**config.mk**
```make
export PLATFORM = sky130hd
export DESIGN_NAME = master_port
export DESIGN_NICKNAME = d
export VERILOG_FILES = /design/src/rtl/serial_bus_pkg.sv /design/src/rtl/master_shift_reg.sv /design/src/rtl/master_port.sv
export SDC_FILE = /design/constraint.sdc
export NUM_CORES = 1
export LEC_CHECK = 0
export BUFFER_PORTS_ARGS = -buffer_cell sky130_fd_sc_hd__buf_2
export CAP_MARGIN = 20
export CORE_AREA = 5 5 127 129
export DETAILED_ROUTE_END_ITERATION = 8
export DIE_AREA = 0 0 132 134
export SYNTH_ARGS = -nofsm -noshare
export SYNTH_HDL_FRONTEND = slang
export SYNTH_SLANG_ARGS = --single-unit
```
**constraint.sdc**
```tcl
create_clock -name clk -period 4.7 [get_ports clk]
set_input_delay 0.235 -clock clk [delete_from_list [all_inputs] [get_ports clk]]
set_output_delay 0.235 -clock clk [all_outputs]
set_load 0.05 [all_outputs]
```
**src/rtl/serial_bus_pkg.sv**
```systemverilog
// Shared widths and master state encoding for the serial bus endpoints.
package serial_bus_pkg;

    localparam int ADDR_W  = 12;
    localparam int DATA_W  = 8;
    localparam int BURST_W = 13;

    typedef enum logic [2:0] {
        ST_IDLE,
        ST_REQ,
        ST_ADDR,
        ST_WDATA,
        ST_RWAIT,
        ST_RDATA,
        ST_SPLIT
    } mst_state_e;

endpackage

```
**src/rtl/master_shift_reg.sv**
```systemverilog
// Loadable right-shift register: parallel load, serial in at the MSB,
// LSB presented as the serial output.
module master_shift_reg #(
    parameter int WIDTH = 8
) (
    input  logic             clk_i,
    input  logic             reset_i,
    input  logic             load_i,
    input  logic [WIDTH-1:0] din_i,
    input  logic             shift_i,
    input  logic             sin_i,
    output logic             lsb_o
);

    logic [WIDTH-1:0] sr_q;

    always_ff @(posedge clk_i) begin
        if (reset_i) begin
            sr_q <= '0;
        end else if (load_i) begin
            sr_q <= din_i;
        end else if (shift_i) begin
            sr_q <= {sin_i, sr_q[WIDTH-1:1]};
        end
    end

    assign lsb_o = sr_q[0];

endmodule

```
**src/rtl/master_port.sv**
```systemverilog
// Serial bus master endpoint: serializes address/burst/write data per request
// and deserializes read bytes, with bounded tolerance of slave split stalls.
module master_port
    import serial_bus_pkg::*;
#(
    parameter int SPLIT_TIMEOUT = 64
) (
    input  logic        clk,
    input  logic        reset,
    input  logic        req_valid,
    output logic        req_ready,
    input  logic        req_rw,
    input  logic [11:0] req_addr,
    input  logic        req_burst_en,
    input  logic [11:0] req_burst_len,
    input  logic [7:0]  wdata,
    output logic        wdata_ack,
    output logic [7:0]  rdata,
    output logic        rdata_valid,
    output logic        done,
    output logic        err,
    output logic        busy,
    output logic        read_enable,
    output logic        write_enable,
    output logic        m_valid,
    input  logic        s_ready,
    output logic        tx_address,
    output logic        tx_burst,
    output logic        tx_data,
    output logic        m_ready,
    input  logic        s_valid,
    input  logic        rx_data,
    input  logic        split_enable
);

    localparam logic [7:0] SPLIT_LAST = 8'(SPLIT_TIMEOUT - 1);
    localparam logic [3:0] ADDR_LAST  = 4'(ADDR_W);
    localparam logic [3:0] WDATA_LAST = 4'(DATA_W - 1);
    localparam logic [3:0] RX_LAST    = 4'(DATA_W);

    mst_state_e  state_q, state_d, ret_q;
    logic [3:0]  bit_cnt_q;
    logic [12:0] beats_q;
    logic [7:0]  split_cnt_q;
    logic        first_q;
    logic [7:0]  rx_sr_q, rdata_q;
    logic        wdata_ack_q, rdata_valid_q, done_q, err_q, busy_q;
    logic        re_q, we_q, m_valid_q, m_ready_q;

    logic accept, hs, beat_end, abort, rx_sample, rx_pub;
    logic last_beat, next_wd, finish, shift_ab, shift_d;

    always_comb begin
        state_d   = state_q;
        accept    = 1'b0;
        hs        = 1'b0;
        beat_end  = 1'b0;
        abort     = 1'b0;
        rx_sample = 1'b0;
        rx_pub    = 1'b0;
        case (state_q)
            ST_IDLE:  if (req_valid) begin
                          accept  = 1'b1;
                          state_d = ST_REQ;
                      end
            ST_REQ:   if (s_ready) begin
                          hs      = 1'b1;
                          state_d = first_q ? ST_ADDR : ST_WDATA;
                      end else if (split_enable) begin
                          state_d = ST_SPLIT;
                      end
            ST_ADDR:  beat_end = (bit_cnt_q == ADDR_LAST);
            ST_WDATA: beat_end = (bit_cnt_q == WDATA_LAST);
            ST_RWAIT: if (s_valid) begin
                          rx_sample = 1'b1;
                          state_d   = ST_RDATA;
                      end else if (split_enable) begin
                          state_d = ST_SPLIT;
                      end
            ST_RDATA: begin
                          rx_pub    = (bit_cnt_q == RX_LAST);
                          rx_sample = !rx_pub;
                      end
            ST_SPLIT: if (!split_enable) begin
                          state_d = ret_q;
                      end else if (split_cnt_q == SPLIT_LAST) begin
                          abort   = 1'b1;
                          state_d = ST_IDLE;
                      end
            default:  state_d = ST_IDLE;
        endcase

        last_beat = (beats_q == 13'd1);
        next_wd   = beat_end && we_q && !last_beat;
        finish    = (beat_end && we_q && last_beat) || (rx_pub && last_beat);
        if (beat_end) begin
            state_d = !we_q ? ST_RWAIT : (last_beat ? ST_IDLE : ST_REQ);
        end
        if (rx_pub) begin
            state_d = last_beat ? ST_IDLE : ST_RWAIT;
        end
        // Address/burst only stream on the first beat; later beats carry data only.
        shift_ab = (hs && first_q) || (state_q == ST_ADDR);
        shift_d  = hs || (state_q == ST_ADDR) || (state_q == ST_WDATA);
    end

    always_ff @(posedge clk) begin
        if (reset) begin
            state_q       <= ST_IDLE;
            ret_q         <= ST_IDLE;
            bit_cnt_q     <= '0;
            beats_q       <= '0;
            split_cnt_q   <= '0;
            first_q       <= 1'b0;
            rx_sr_q       <= '0;
            rdata_q       <= '0;
            wdata_ack_q   <= 1'b0;
            rdata_valid_q <= 1'b0;
            done_q        <= 1'b0;
            err_q         <= 1'b0;
            busy_q        <= 1'b0;
            re_q          <= 1'b0;
            we_q          <= 1'b0;
            m_valid_q     <= 1'b0;
            m_ready_q     <= 1'b0;
        end else begin
            state_q       <= state_d;
            busy_q        <= (state_d != ST_IDLE);
            m_valid_q     <= (state_d == ST_REQ);
            m_ready_q     <= (state_d == ST_RWAIT);
            wdata_ack_q   <= (accept && !req_rw) || next_wd;
            done_q        <= finish;
            err_q         <= abort;
            rdata_valid_q <= rx_pub;
            bit_cnt_q     <= (state_d != state_q) ? 4'd1 : bit_cnt_q + 4'd1;
            split_cnt_q   <= (state_q == ST_SPLIT && state_d == ST_SPLIT) ?
                             split_cnt_q + 8'd1 : '0;
            if (state_d == ST_SPLIT && state_q != ST_SPLIT) begin
                ret_q <= state_q;
            end
            if (rx_sample) begin
                rx_sr_q <= {rx_data, rx_sr_q[7:1]};
            end
            if (rx_pub) begin
                rdata_q <= rx_sr_q;
            end
            if (hs) begin
                first_q <= 1'b0;
            end
            if (accept) begin
                re_q    <= req_rw;
                we_q    <= !req_rw;
                first_q <= 1'b1;
                beats_q <= req_burst_en ? {1'b0, req_burst_len} + 13'd1 : 13'd1;
            end else begin
                if (state_d == ST_IDLE) begin
                    re_q <= 1'b0;
                    we_q <= 1'b0;
                end
                if (next_wd || rx_pub) begin
                    beats_q <= beats_q - 13'd1;
                end
            end
        end
    end

    master_shift_reg #(.WIDTH(ADDR_W)) u_addr_sr (
        .clk_i   (clk),
        .reset_i (reset),
        .load_i  (accept || abort),
        .din_i   (accept ? req_addr : '0),
        .shift_i (shift_ab),
        .sin_i   (1'b0),
        .lsb_o   (tx_address)
    );

    master_shift_reg #(.WIDTH(BURST_W)) u_burst_sr (
        .clk_i   (clk),
        .reset_i (reset),
        .load_i  (accept || abort),
        .din_i   ((accept && req_burst_en) ? {req_burst_len, 1'b1} : '0),
        .shift_i (shift_ab),
        .sin_i   (1'b0),
        .lsb_o   (tx_burst)
    );

    master_shift_reg #(.WIDTH(DATA_W)) u_data_sr (
        .clk_i   (clk),
        .reset_i (reset),
        .load_i  (accept || next_wd || abort),
        .din_i   ((next_wd || (accept && !req_rw)) ? wdata : '0),
        .shift_i (shift_d),
        .sin_i   (1'b0),
        .lsb_o   (tx_data)
    );

    assign req_ready    = (state_q == ST_IDLE);
    assign wdata_ack    = wdata_ack_q;
    assign rdata        = rdata_q;
    assign rdata_valid  = rdata_valid_q;
    assign done         = done_q;
    assign err          = err_q;
    assign busy         = busy_q;
    assign read_enable  = re_q;
    assign write_enable = we_q;
    assign m_valid      = m_valid_q;
    assign m_ready      = m_ready_q;

endmodule

```
After elaboration in Yosys (flattened, before gate mapping)
Index checks and enable logic that the tools add are counted.
Operators by class
  bitwise gates (word level): 1
  mux-type cells: 42
  $add $sub $neg: 4
  reduce and logical (&&, ||, !) cells: 32
  eq/ne operators: 16
Operators by type and width (number)
  2-to-1 mux 13 bit: 6
  2-to-1 mux 12 bit: 3
  2-to-1 mux 3 bit: 10
  2-to-1 mux 8 bit: 3
  2-to-1 mux 1 bit: 17
  equality test 3 bit (second input constant): 5
  case mux 3 bit (5 select lines): 1
  adder 12 x 1 -> 13 bit (second input constant): 1
  equality test 13 x 1 -> 1 bit (second input constant): 1
  subtractor 13 x 1 -> 13 bit (second input constant): 1
  nonzero test 2 bit: 5
  logical AND 1 bit: 9
  logical OR 1 bit: 9
  adder 8 x 1 -> 8 bit (second input constant): 1
  equality test 4 bit (second input constant): 2
  equality test 8 x 6 -> 1 bit (second input constant): 1
  equality test 3 x 1 -> 1 bit (second input constant): 2
  equality test 3 x 2 -> 1 bit (second input constant): 2
  logical NOT 3 bit: 2
  adder 4 x 1 -> 4 bit (second input constant): 1
  equality test 4 x 3 -> 1 bit (second input constant): 1
  case mux 1 bit (2 select lines): 2
  OR reduction 2 bit: 2
  logical NOT 1 bit: 3
  other kinds (5): 5
Storage, ports and cells
  output and inout bits: 21
  logic and storage cells: 116
  flip-flop bits (word level): 90

Logic depth before layout (Yosys ltp)
Gate-level depths: netlist (run 1).
  depth in word-level cells: 10
  depth in mapped cells: 9

Modules after synthesis
From an unflattened synthesis (run 1), not the netlist that was laid out.
Second synthesis, totals
  cells, all modules: 536
  area total of the unflattened synthesis: 4788.3 um^2
By module, submodules not included
  master_port: cells each 390, area each 3200.6 um^2, instances 1
  master_shift_reg at u_burst_sr: cells each 58, area each 615.6 um^2, instances 1
  master_shift_reg at u_addr_sr: cells each 53, area each 603.1 um^2, instances 1
  master_shift_reg at u_data_sr: cells each 35, area each 369.1 um^2, instances 1

Worst setup path before layout (run 1)
No wires, ideal clock.
  kind: reg2reg
  start: reg state_q[1]
  end: reg u_data_sr.sr_q[0]
  required time: 4.622 ns
  buffers on the path: 2
  library setup time: 0.078 ns
  data arrival time: 2.759 ns
  stages on the path, launching flop included: 8
  slack: 1.863 ns
  period minus slack after synthesis: 2.837 ns
  cells stage by stage: dfxtp_1 clkbuf_1 buf_2 nor3_1 nand2_1 o21ai_1 a21oi_1 nor3_1
On the way
  elaborated cells between the ends (all ways): 20
  those cells by class: 4 x eq/ne; 6 x mux; 10 x reduce/logical
RTL lines
  start: declaration: line master_port.sv:41  | mst_state_e state_q, state_d, ret_q;
  start signal: assignment: line master_port.sv:127  | state_q <= state_d;
  logical NOT 3 bit (*)
  via req_ready: line master_port.sv:11  | output logic req_ready,
  2-to-1 mux 1 bit (*): line master_port.sv:61  | case (state_q)
  logical AND 1 bit: line master_port.sv:191  | .din_i ((next_wd || (accept && !req_rw)) ? wdata : '0),
  logical OR 1 bit: line master_port.sv:191
  2-to-1 mux 8 bit: line master_port.sv:191
  2-to-1 mux 8 bit: line master_shift_reg.sv:20  | end else if (load_i) begin
  end signal: assignment: line master_shift_reg.sv:21  | sr_q <= din_i;
  end signal: assignment: line master_shift_reg.sv:23  | sr_q <= {sin_i, sr_q[WIDTH-1:1]};
  end: declaration: line master_shift_reg.sv:15  | logic [WIDTH-1:0] sr_q;
The timed path passes the listed nets; every way through them passes the cells marked *.
A chain may end at the register's enable or synchronous reset.

Worst setup path after layout (run 1)
  start: reg state_q[0]
  end: reg u_addr_sr.sr_q[4]
On the way
  cells in the longest elaborated chain, start to end: 5
  elaborated cells between the ends (all ways): 13
  those cells by class: 3 x eq/ne; 5 x mux; 5 x reduce/logical
RTL lines
  equality test 3 x 1 -> 1 bit: line master_port.sv:61
  2-to-1 mux 1 bit: line master_port.sv:61
  logical AND 1 bit: line master_port.sv:103  | shift_ab = (hs && first_q) || (state_q == ST_ADDR);
  logical OR 1 bit: line master_port.sv:103
  nonzero test 2 bit (no line)
  end signal: assignment: line master_shift_reg.sv:21
  end signal: assignment: line master_shift_reg.sv:23
  end: declaration: line master_shift_reg.sv:15
Parallel ways exist; a longest one is shown, timed or not.

==> results of run 1 <==
-- metrics by stage --
step / cells / hold slack, ns / setup slack (ns) / util (%)
after global routing: 784 / 0.135 / 1.42 / 33.9
after floorplan: 548 / 0.346 / 1.86 / -
after detailed placement: 769 / 0.445 / 1.81 / 31.9
final: 784 / 0.128 / 1.77 / 33.9
after CTS: 784 / 0.114 / 1.79 / 33.9
after global placement: 769 / 0.445 / 1.78 / 31.9
-- synthesized netlist by cell type (2+ instances only) --
library cell / instances
nand4b_1: 5
or3b_2: 2
nor4bb_1: 2
dfxtp_1: 90
buf_6: 2
nor2b_1: 3
nand3_1: 18
and3_1: 6
ha_1: 6
nand2b_1: 4
xor2_1: 14
xnor2_1: 9
nor4_1: 4
nor3_1: 31
or3_1: 2
and4b_1: 2
nor4b_1: 2
nand2_1: 57
a31oi_1: 3
o211ai_1: 3
o21ai_2: 2
buf_2: 4
o21ai_0: 36
buf_1: 3
o22ai_1: 5
nor3b_1: 3
and2_1: 3
a311oi_1: 3
nor2_1: 103
a21oi_1: 38
clkbuf_1: 21
and4_1: 2
o31a_1: 2
a22oi_1: 2
mux2i_1: 12
inv_1: 10
o21a_1: 2
and3b_1: 3
nand4_1: 6
-- report_power, final --
part           switching, W  internal (W)  total [W]  leakage, nW
logic              0.000289      0.000158   0.000447         1.09
clock network      0.000311      0.000427   0.000738        0.141
registers         0.0000575      0.000834   0.000891        0.734
-- area by class of cell --
type	count	area, sq um	share of cell area [%]
clock buffer	10	239	4.72
clock inverter	5	62.6	1.24
inverter	10	37.5	0.742
multi-input combinational	418	2360	46.7
sequential	90	1800	35.6
tap	188	235	4.65
timing repair buffer	63	320	6.33
-- layer usage --
layer	vias to the layer above	track usage [%]	share of wire, %
li1	2002	-	-
met1	1822	17.2	49
met2	66	20.5	46
met3	4	3.45	4.1
met4	0	3.37	0.65
met5	-	0	0
-- worst max-delay path: stages, from the launching register on --
cell,delay (ns)
dfxtp_1,0.74
nand2b_1,0.19
a21o_1,0.64
nand3_1,0.74
o21ai_0,0.39
nor2_1,0.07
-- worst max path at each step --
stage,start,end
after floorplan,state_q[1],u_data_sr.sr_q[0]
after global placement,state_q[0],u_burst_sr.sr_q[0]
after detailed placement,state_q[0],u_addr_sr.sr_q[6]
after CTS,state_q[0],u_addr_sr.sr_q[4]
after global routing,state_q[0],u_addr_sr.sr_q[3]
final,state_q[0],u_addr_sr.sr_q[4]
-- cells by family after synthesis --
| kind of cell | count (synthesis) | share of synthesized area (%) |
|---|---|---|
| AO/OA/AOI/OAI | 114 | 16.1 |
| buffers and inverters | 40 | 3.92 |
| XOR/XNOR | 23 | 4.65 |
| flip-flops | 90 | 41.5 |
| multiplexers | 12 | 2.77 |
| AND/OR/NAND/NOR | 263 | 29.3 |
| adder cells (fa/ha/maj) | 6 | 1.73 |
-- sequential cells by signal, indices dropped and copies added, names as in the netlist, 3 cells and up --
name,count
beats_q,13
u_burst_sr.sr_q,13
u_addr_sr.sr_q,12
rdata,8
rx_sr_q,8
split_cnt_q,8
u_data_sr.sr_q,8
bit_cnt_q,4
ret_q,3
state_q,3
==> flow_summary_export.csv, run 1 <==
group,metric,value,unit
yosys,synth_top_area_share,41.5,%
finish,area_delta_synth_final,16.7,%
floorplanning,dieWidth,132,um
timing,rsz0062_at_grt,"false",
global_routing,grt_pass1_wl,18.8,mm
clock_tree,insertion_delay,0.34,ns
routing,ant_nets,0,
timing,slew_headroom,40.3,%
placement,dpl_cell_area,4760,sq um
yosys,synth-main-ff-cell,"dfxtp_1",
finish,layout_commonest_cell,"nor2_1",
global_routing,grt_usage,12.8,%
routing,wl_per_cell,14.3,um
pwr,totalPowerFinal,0.00208,W
worst_setup_path,worstPathArrival,3.12,ns
floorplanning,rows,45,
timing,layout_min_cycle_time,2.93,ns
placement,dp_hpwl,7.77,mm
finish,diodes,0,
yosys,yosys-top-cells-area,"dfxtp_1 (42%), nor2_1 (8.9%), nand2_1 (4.9%)",
finish,final_nets,639,
worst_setup_path,r2r_cells,5,
global_routing,first_global_vias,3731,
clock_tree,cts_tree,"built",
floorplanning,die_h,134,um
yosys,synth_cells,548,
routing,drtIter0Drc,252,
pwr,peakVddDrop,220,uV
placement,gp_congestion,0.814,
timing,finalHoldViolCount,0,
floorplanning,dieArea,17700,sq um
yosys,seq_area_frac_synth,41.5,%
clock_tree,post_cts_buffers,0,
worst_setup_path,endpoint_kind,"flip-flop",
yosys,synth_nets,595,
clock_tree,clk_pin_slew,0.06,ns
finish,n_fill_cell,1572,
routing,drc,0,
routing,dr.pass1.iters,4,
routing,vias,3894,
worst_setup_path,required,4.90,ns
timing,finalMaxSlewViolations,0,
yosys,synth-async-reset-ratio,0,%
timing,finClkSkew,0.00609,ns
yosys,syn_avg_cell_area,7.91,sq um
worst_setup_path,critPathKind,"reg -> reg",
pwr,powerDensity,410,nW/um^2
flow_run,maxCapViolCount,0,
clock_tree,htreeDepth,3,
yosys,synth_seq_cells,90,
clock_tree,clockBufferDepth,2,
worst_setup_path,r2r-start,"state_q[0]",
yosys,yosysWarnings,0,
worst_hold_path,min_from,"wdata[2]",
placement,port_buffers,61,
yosys,synth-edff-count,0,
routing,totalWireLength,11.2,mm
global_routing,grt_max_degree,72,
yosys,yosysTopAreaCell,"dfxtp_1",
timing,max_freq,342,MHz
clock_tree,cts-root-buf,"clkbuf_16",
clock_tree,tritoncts.num_buffers,9,
clock_tree,holdBufCountCts,0,
worst_hold_path,hold_class,"in -> reg",
floorplanning,core_area,14900,sq um
timing,setup_viol,0,
worst_hold_path,holdPathStages,3,
worst_setup_path,rrSetupSlack,1.77,ns
global_routing,antenna_found_initial,0,
global_routing,gr-total-overflow,0,
yosys,ys_types,62,
worst_setup_path,cp_max_fo,25,
floorplanning,start_util,29.1,%
yosys,synth_area,4340,sq um
finish,mostFrequentLayoutCells,"nor2_1 (103), dfxtp_1 (90), buf_2 (61), nand2_1 (57), a21oi_1 (38)",
worst_setup_path,start_kind,"flip-flop",
floorplanning,pin_count,62,
status,status,"finished clean",
clock_tree,cts_sinks,90,
timing,fin_crit_sh,62.2,%
pwr,power_leakage,1.97,nW
worst_setup_path,reg2reg_to,"u_addr_sr.sr_q[4]",
finish,drive_gt1_share,14.9,%
routing,via_per_inst,4.97,
worst_hold_path,holdPathEnd,"u_data_sr.sr_q[2]",
finish,design_area,5060,sq um
timing,tns,0,ns
clock_tree,ctsResizeCount,0,
timing,worst_slew_pin_slew,0.894,ns
No activity file was read; power rests on OpenSTA's default activity.
==> inputs of run 2 (changes only) <==
==> constraint.sdc (replaced) <==
create_clock -name clk -period 2.77 [get_ports clk]
set_input_delay 0.1385 -clock clk [delete_from_list [all_inputs] [get_ports clk]]
set_output_delay 0.1385 -clock clk [all_outputs]
set_load 0.05 [all_outputs]
==> run 2 against run 1 <==
Via count grew 1.1%. Sequential power grew 68%. Setup slack lost 1.4 ns. Non-clock buffer count grew 17. Cell area grew 2.4%. Clock power grew 64%. Largest power group unchanged. Final cell count grew 2.0%. Fmax grew 23%. Critical path depth grew 2. Die area is the same.
==> flow_summary_export.csv, run 2 (synthesized netlist as in run 1, its figures left out) <==
group,metric,value,unit
status,status,"finished clean",
finish,reg_top3,"beats_q x13, u_burst_sr.sr_q x13, u_addr_sr.sr_q x12",
floorplanning,pin_count,62,
finish,final_nets,656,
floorplanning,dieWidth,132,um
timing,fin_crit_sh,86.0,%
floorplanning,start_util,29.1,%
routing,drc,0,
worst_setup_path,required,2.97,ns
worst_setup_path,worstPathArrival,2.59,ns
clock_tree,cts_tree,"built",
finish,drive_gt1_share,17.3,%
finish,layout_commonest_cell,"nor2_1",
placement,dp_hpwl,7.88,mm
global_routing,grt_max_degree,71,
finish,mostFrequentLayoutCells,"nor2_1 (103), dfxtp_1 (90), buf_2 (61), nand2_1 (57), a21oi_1 (38)",
timing,worst_slew_pin_slew,0.839,ns
placement,port_buffers,61,
timing,tns,0,ns
worst_setup_path,start_kind,"flip-flop",
floorplanning,die_h,134,um
clock_tree,ctsResizeCount,0,
clock_tree,post_cts_buffers,0,
worst_setup_path,r2r_cells,7,
timing,setup_viol,0,
routing,via_per_inst,4.92,
timing,max_freq,420,MHz
global_routing,grt_usage,12.8,%
floorplanning,dieArea,17700,sq um
worst_setup_path,endpoint_kind,"flip-flop",
placement,gp_congestion,0.806,
clock_tree,insertion_delay,0.34,ns
worst_hold_path,hold_class,"in -> reg",
global_routing,antenna_found_initial,0,
timing,finClkSkew,0.00614,ns
global_routing,first_global_vias,3635,
pwr,power_leakage,2.05,nW
flow_run,maxCapViolCount,0,
worst_setup_path,critPathKind,"reg -> reg",
clock_tree,tritoncts.num_buffers,9,
clock_tree,holdBufCountCts,0,
clock_tree,cts_sinks,90,
timing,slew_headroom,43.6,%
pwr,peakVddDrop,450,uV
timing,finalHoldViolCount,0,
worst_setup_path,cp_cell_sequence,"ha_1 > nor3b_1 > a21boi_0 > a311oi_1 > nor2_1 > a221oi_2 > o32ai_1",
clock_tree,htreeDepth,3,
routing,dr.pass1.iters,4,
worst_setup_path,cpMaxStageDelayCell,"a311oi_1",
clock_tree,clockBufferDepth,2,
floorplanning,core_area,14900,sq um
routing,wl_per_cell,13.9,um
clock_tree,cts-root-buf,"clkbuf_16",
global_routing,gr-total-overflow,0,
routing,vias,3936,
timing,whs,0.0269,ns
worst_setup_path,cp_max_fo,5,
timing,finalMaxSlewViolations,0,
pwr,powerDensity,681,nW/um^2
floorplanning,rows,45,
routing,drtIter0Drc,218,
routing,totalWireLength,11.1,mm
timing,layout_min_cycle_time,2.38,ns
worst_hold_path,holdPathStages,3,
finish,diodes,0,
timing,rsz0062_at_grt,"false",
global_routing,grt_pass1_wl,18.6,mm
routing,ant_nets,0,
finish,area_delta_synth_final,19.6,%
worst_setup_path,max_stage_delay,0.44,ns
clock_tree,clk_pin_slew,0.06,ns
## run 2: cell count changes in the layout (fill, tap and decap cells not counted), sizes merged
cell  change
inv       -1
buf      +17
## run 2: final timing paths
path / from / endpoint / slack, ns
setup / recovery: split_cnt_q[0] / write_enable / 0.39
hold / removal: wdata[2] / u_data_sr.sr_q[2] / 0.03
setup reg to reg: split_cnt_q[0] / write_enable / 0.39
hold reg to reg: rdata[7] / rdata[7] / 0.45
## run 2: metrics by stage
stage               setup WS, ns  total power, W  cells  util (%)  instance area [sq um]
detailed placement         0.479         0.00234    786      32.8                   4890
global route               0.142         0.00376    800      34.8                   5180
floorplan                  0.462         0.00211    548         -                   4340
global placement           0.434         0.00235    786      32.8                   4890
CTS                        0.434         0.00358    800      34.8                   5180
finish                     0.389         0.00353    800      34.8                   5180
## run 2: report_power, final
part / internal [W] / switching [W]
registers: 0.00142 / 0.0000854
logic: 0.000307 / 0.000510
clock network: 0.000715 / 0.000498
## run 2: layer usage
| layer | routed length (um) | GRT usage [%] | part of all wire (%) | vias up |
|---|---|---|---|---|
| li1 | - | - | - | 2044 |
| met1 | 5370 | 17.7 | 48 | 1783 |
| met2 | 4950 | 19.3 | 44 | 98 |
| met3 | 655 | 3.34 | 5.9 | 11 |
| met4 | 162 | 4.51 | 1.5 | 0 |
| met5 | 0 | 0 | 0 | - |
## run 2: cell type report
class                           instances  area (sq um)
Inverter                               10          37.5
Timing Repair Buffer                   80           448
Fill cell                            1554          9740
Clock inverter                          4          53.8
Tap cell                              188           235
Multi-Input combinational cell        418          2370
Clock buffer                           10           239
Sequential cell                        90          1800
## run 2: worst max-delay path, delay by kind of cell, from the launching register on
family / cells / cell delay [ns]
AOI/OAI and AO/OA: 4 / 1.08
and+or+nand+nor: 2 / 0.51
DFF: 1 / 0.40
adders and majority gates: 1 / 0.26
==> inputs of run 3 (changes only) <==
--- a/config.mk
+++ b/config.mk
@@ -7,9 +7,9 @@
 export LEC_CHECK = 0
 export BUFFER_PORTS_ARGS = -buffer_cell sky130_fd_sc_hd__buf_2
 export CAP_MARGIN = 20
-export CORE_AREA = 5 5 127 129
+export CORE_AREA = 5 5 118 120
 export DETAILED_ROUTE_END_ITERATION = 8
-export DIE_AREA = 0 0 132 134
+export DIE_AREA = 0 0 123 125
 export SYNTH_ARGS = -nofsm -noshare
 export SYNTH_HDL_FRONTEND = slang
 export SYNTH_SLANG_ARGS = --single-unit
==> run 3 against run 2 <==
Sequential share of layout area up 0.18 points. Hold slack got worse by 0.0045 ns. Sequential power about the same. Final cell count shrank 1.5%. Critical path type unchanged. Largest power group unchanged. Highest routed layer unchanged.
==> flow_summary_export.csv, run 3 (synthesized netlist as in run 1, its figures left out) <==
group,metric,value,unit
status,status,"finished clean",
finish,reg_top3,"beats_q x13, u_burst_sr.sr_q x13, u_addr_sr.sr_q x12",
timing,setup_ws,0.376,ns
routing,drc,0,
worst_setup_path,required,3.05,ns
clock_tree,post_cts_buffers,0,
clock_tree,ctsResizeCount,0,
finish,final_nets,654,
timing,layout_min_cycle_time,2.39,ns
global_routing,gr-total-overflow,0,
worst_hold_path,hold_class,"in -> reg",
routing,drtIter0Drc,207,
finish,diodes,0,
floorplanning,core_area,12900,sq um
clock_tree,cts-root-buf,"clkbuf_16",
worst_setup_path,start_kind,"flip-flop",
clock_tree,htreeDepth,3,
clock_tree,holdBufCountCts,0,
worst_setup_path,rrSetupSlack,0.38,ns
timing,fin_crit_sh,86.4,%
floorplanning,start_util,33.7,%
routing,wl_per_cell,14.5,um
clock_tree,cts_sinks,90,
timing,finClkSkew,0.00444,ns
floorplanning,rows,42,
clock_tree,insertion_delay,0.35,ns
finish,n_fill_cell,1292,
worst_setup_path,r2r-start,"state_q[1]",
worst_setup_path,reg2reg_to,"split_cnt_q[4]",
finish,layout_commonest_cell,"nor2_1",
placement,dp_hpwl,8.14,mm
global_routing,antenna_found_initial,0,
timing,rsz0062_at_grt,"false",
timing,max_freq,418,MHz
routing,dr.pass1.iters,5,
placement,gp_congestion,0.877,
finish,mostFrequentLayoutCells,"nor2_1 (103), dfxtp_1 (90), buf_2 (61), nand2_1 (57), a21oi_1 (38)",
worst_setup_path,cp-endpoint,"split_cnt_q[4]",
timing,finalMaxSlewViolations,0,
routing,totalWireLength,11.4,mm
placement,port_buffers,61,
worst_setup_path,endpoint_kind,"flip-flop",
floorplanning,pin_count,62,
pwr,powerDensity,688,nW/um^2
worst_setup_path,startpoint,"state_q[1]",
floorplanning,die_h,125,um
worst_hold_path,holdPathStages,3,
worst_setup_path,cp_max_fo,20,
global_routing,grt_pass1_wl,19.6,mm
routing,vias,4031,
pwr,power_leakage,2.05,nW
routing,via_per_inst,5.12,
timing,whs,0.0224,ns
routing,ant_nets,0,
worst_setup_path,worstPathArrival,2.67,ns
finish,drive_gt1_share,17.2,%
pwr,peakVddDrop,263,uV
floorplanning,dieArea,15400,sq um
clock_tree,clk_pin_slew,0.06,ns
worst_setup_path,r2r_cells,6,
clock_tree,clockBufferDepth,2,
finish,multiInputGateArea,2370,sq um
placement,place_ws,0.440,ns
global_routing,grt_max_degree,71,
timing,tns,0,ns
timing,finalHoldViolCount,0,
global_routing,first_global_vias,4029,
worst_setup_path,critPathKind,"reg -> reg",
finish,regArea,1800,sq um
clock_tree,tritoncts.num_buffers,9,
finish,area_delta_synth_final,19.0,%
timing,worst_slew_pin_slew,0.751,ns
clock_tree,cts_tree,"built",
timing,setup_viol,0,
floorplanning,dieWidth,123,um
flow_run,maxCapViolCount,0,
global_routing,grt_usage,15.8,%
timing,slew_headroom,49.4,%
## run 3: cell types whose count changed in the layout (fill, tap and decap cells not counted), sizes merged
cell,delta
clkinv,+3
clkinvlp,-2
clkbuf,+1
buf,-2
## run 3: routing by layer
| metal | GRT usage, % | share of wire (%) | vias up |
|---|---|---|---|
| met2 | 24.7 | 46 | 85 |
| met3 | 4.11 | 5.1 | 11 |
| met1 | 21.0 | 47 | 1894 |
| li1 | - | - | 2041 |
| met4 | 5.21 | 1.5 | 0 |
| met5 | 0 | 0 | - |
## run 3: final cells by class
| class | count | area share [%] |
|---|---|---|
| multi-input cells | 418 | 45.9 |
| flip-flops and latches | 90 | 34.9 |
| repair buffers | 78 | 8.39 |
| clock buffers | 11 | 4.71 |
| well taps | 176 | 4.27 |
| clock inverters | 5 | 1.04 |
| inverters | 10 | 0.728 |
## run 3: worst max-delay path: stages, from the launching register on
cell	delay, ns
dfxtp_1	0.73
and4b_1	0.34
a21boi_0	0.28
a311oi_1	0.13
nor3b_1	0.30
nand4_1	0.34
nor2_1	0.20
## run 3: worst min-delay path by stage
stage	from	endpoint	slack, ns
after floorplan	req_burst_len[0]	beats_q[0]	0.25
after global placement	wdata[4]	u_data_sr.sr_q[4]	0.36
after detailed placement	wdata[2]	u_data_sr.sr_q[2]	0.39
after CTS	wdata[4]	u_data_sr.sr_q[4]	0.01
after global routing	wdata[1]	u_data_sr.sr_q[1]	0.04
final	wdata[4]	u_data_sr.sr_q[4]	0.02
## run 3: metrics by stage
| step | cells | area [sq um] | utilization (%) | total power, W |
|---|---|---|---|---|
| 3_5_place_dp | 772 | 4860 | 37.8 | 0.00234 |
| 2_1_floorplan | 548 | 4340 | - | 0.00211 |
| 4_1_cts | 788 | 5160 | 40.1 | 0.00358 |
| 6_report | 788 | 5160 | 40.1 | 0.00355 |
| 3_3_place_gp | 772 | 4860 | 37.8 | 0.00232 |
| 5_1_grt | 788 | 5160 | 40.1 | 0.00377 |
## run 3: report_power, final
part	internal, W	total [W]	leakage, nW	switching [W]
Combinational	0.000301	0.000818	1.17	0.000517
Clock	0.000721	0.00123	0.149	0.000511
Sequential	0.00141	0.00150	0.734	0.0000845
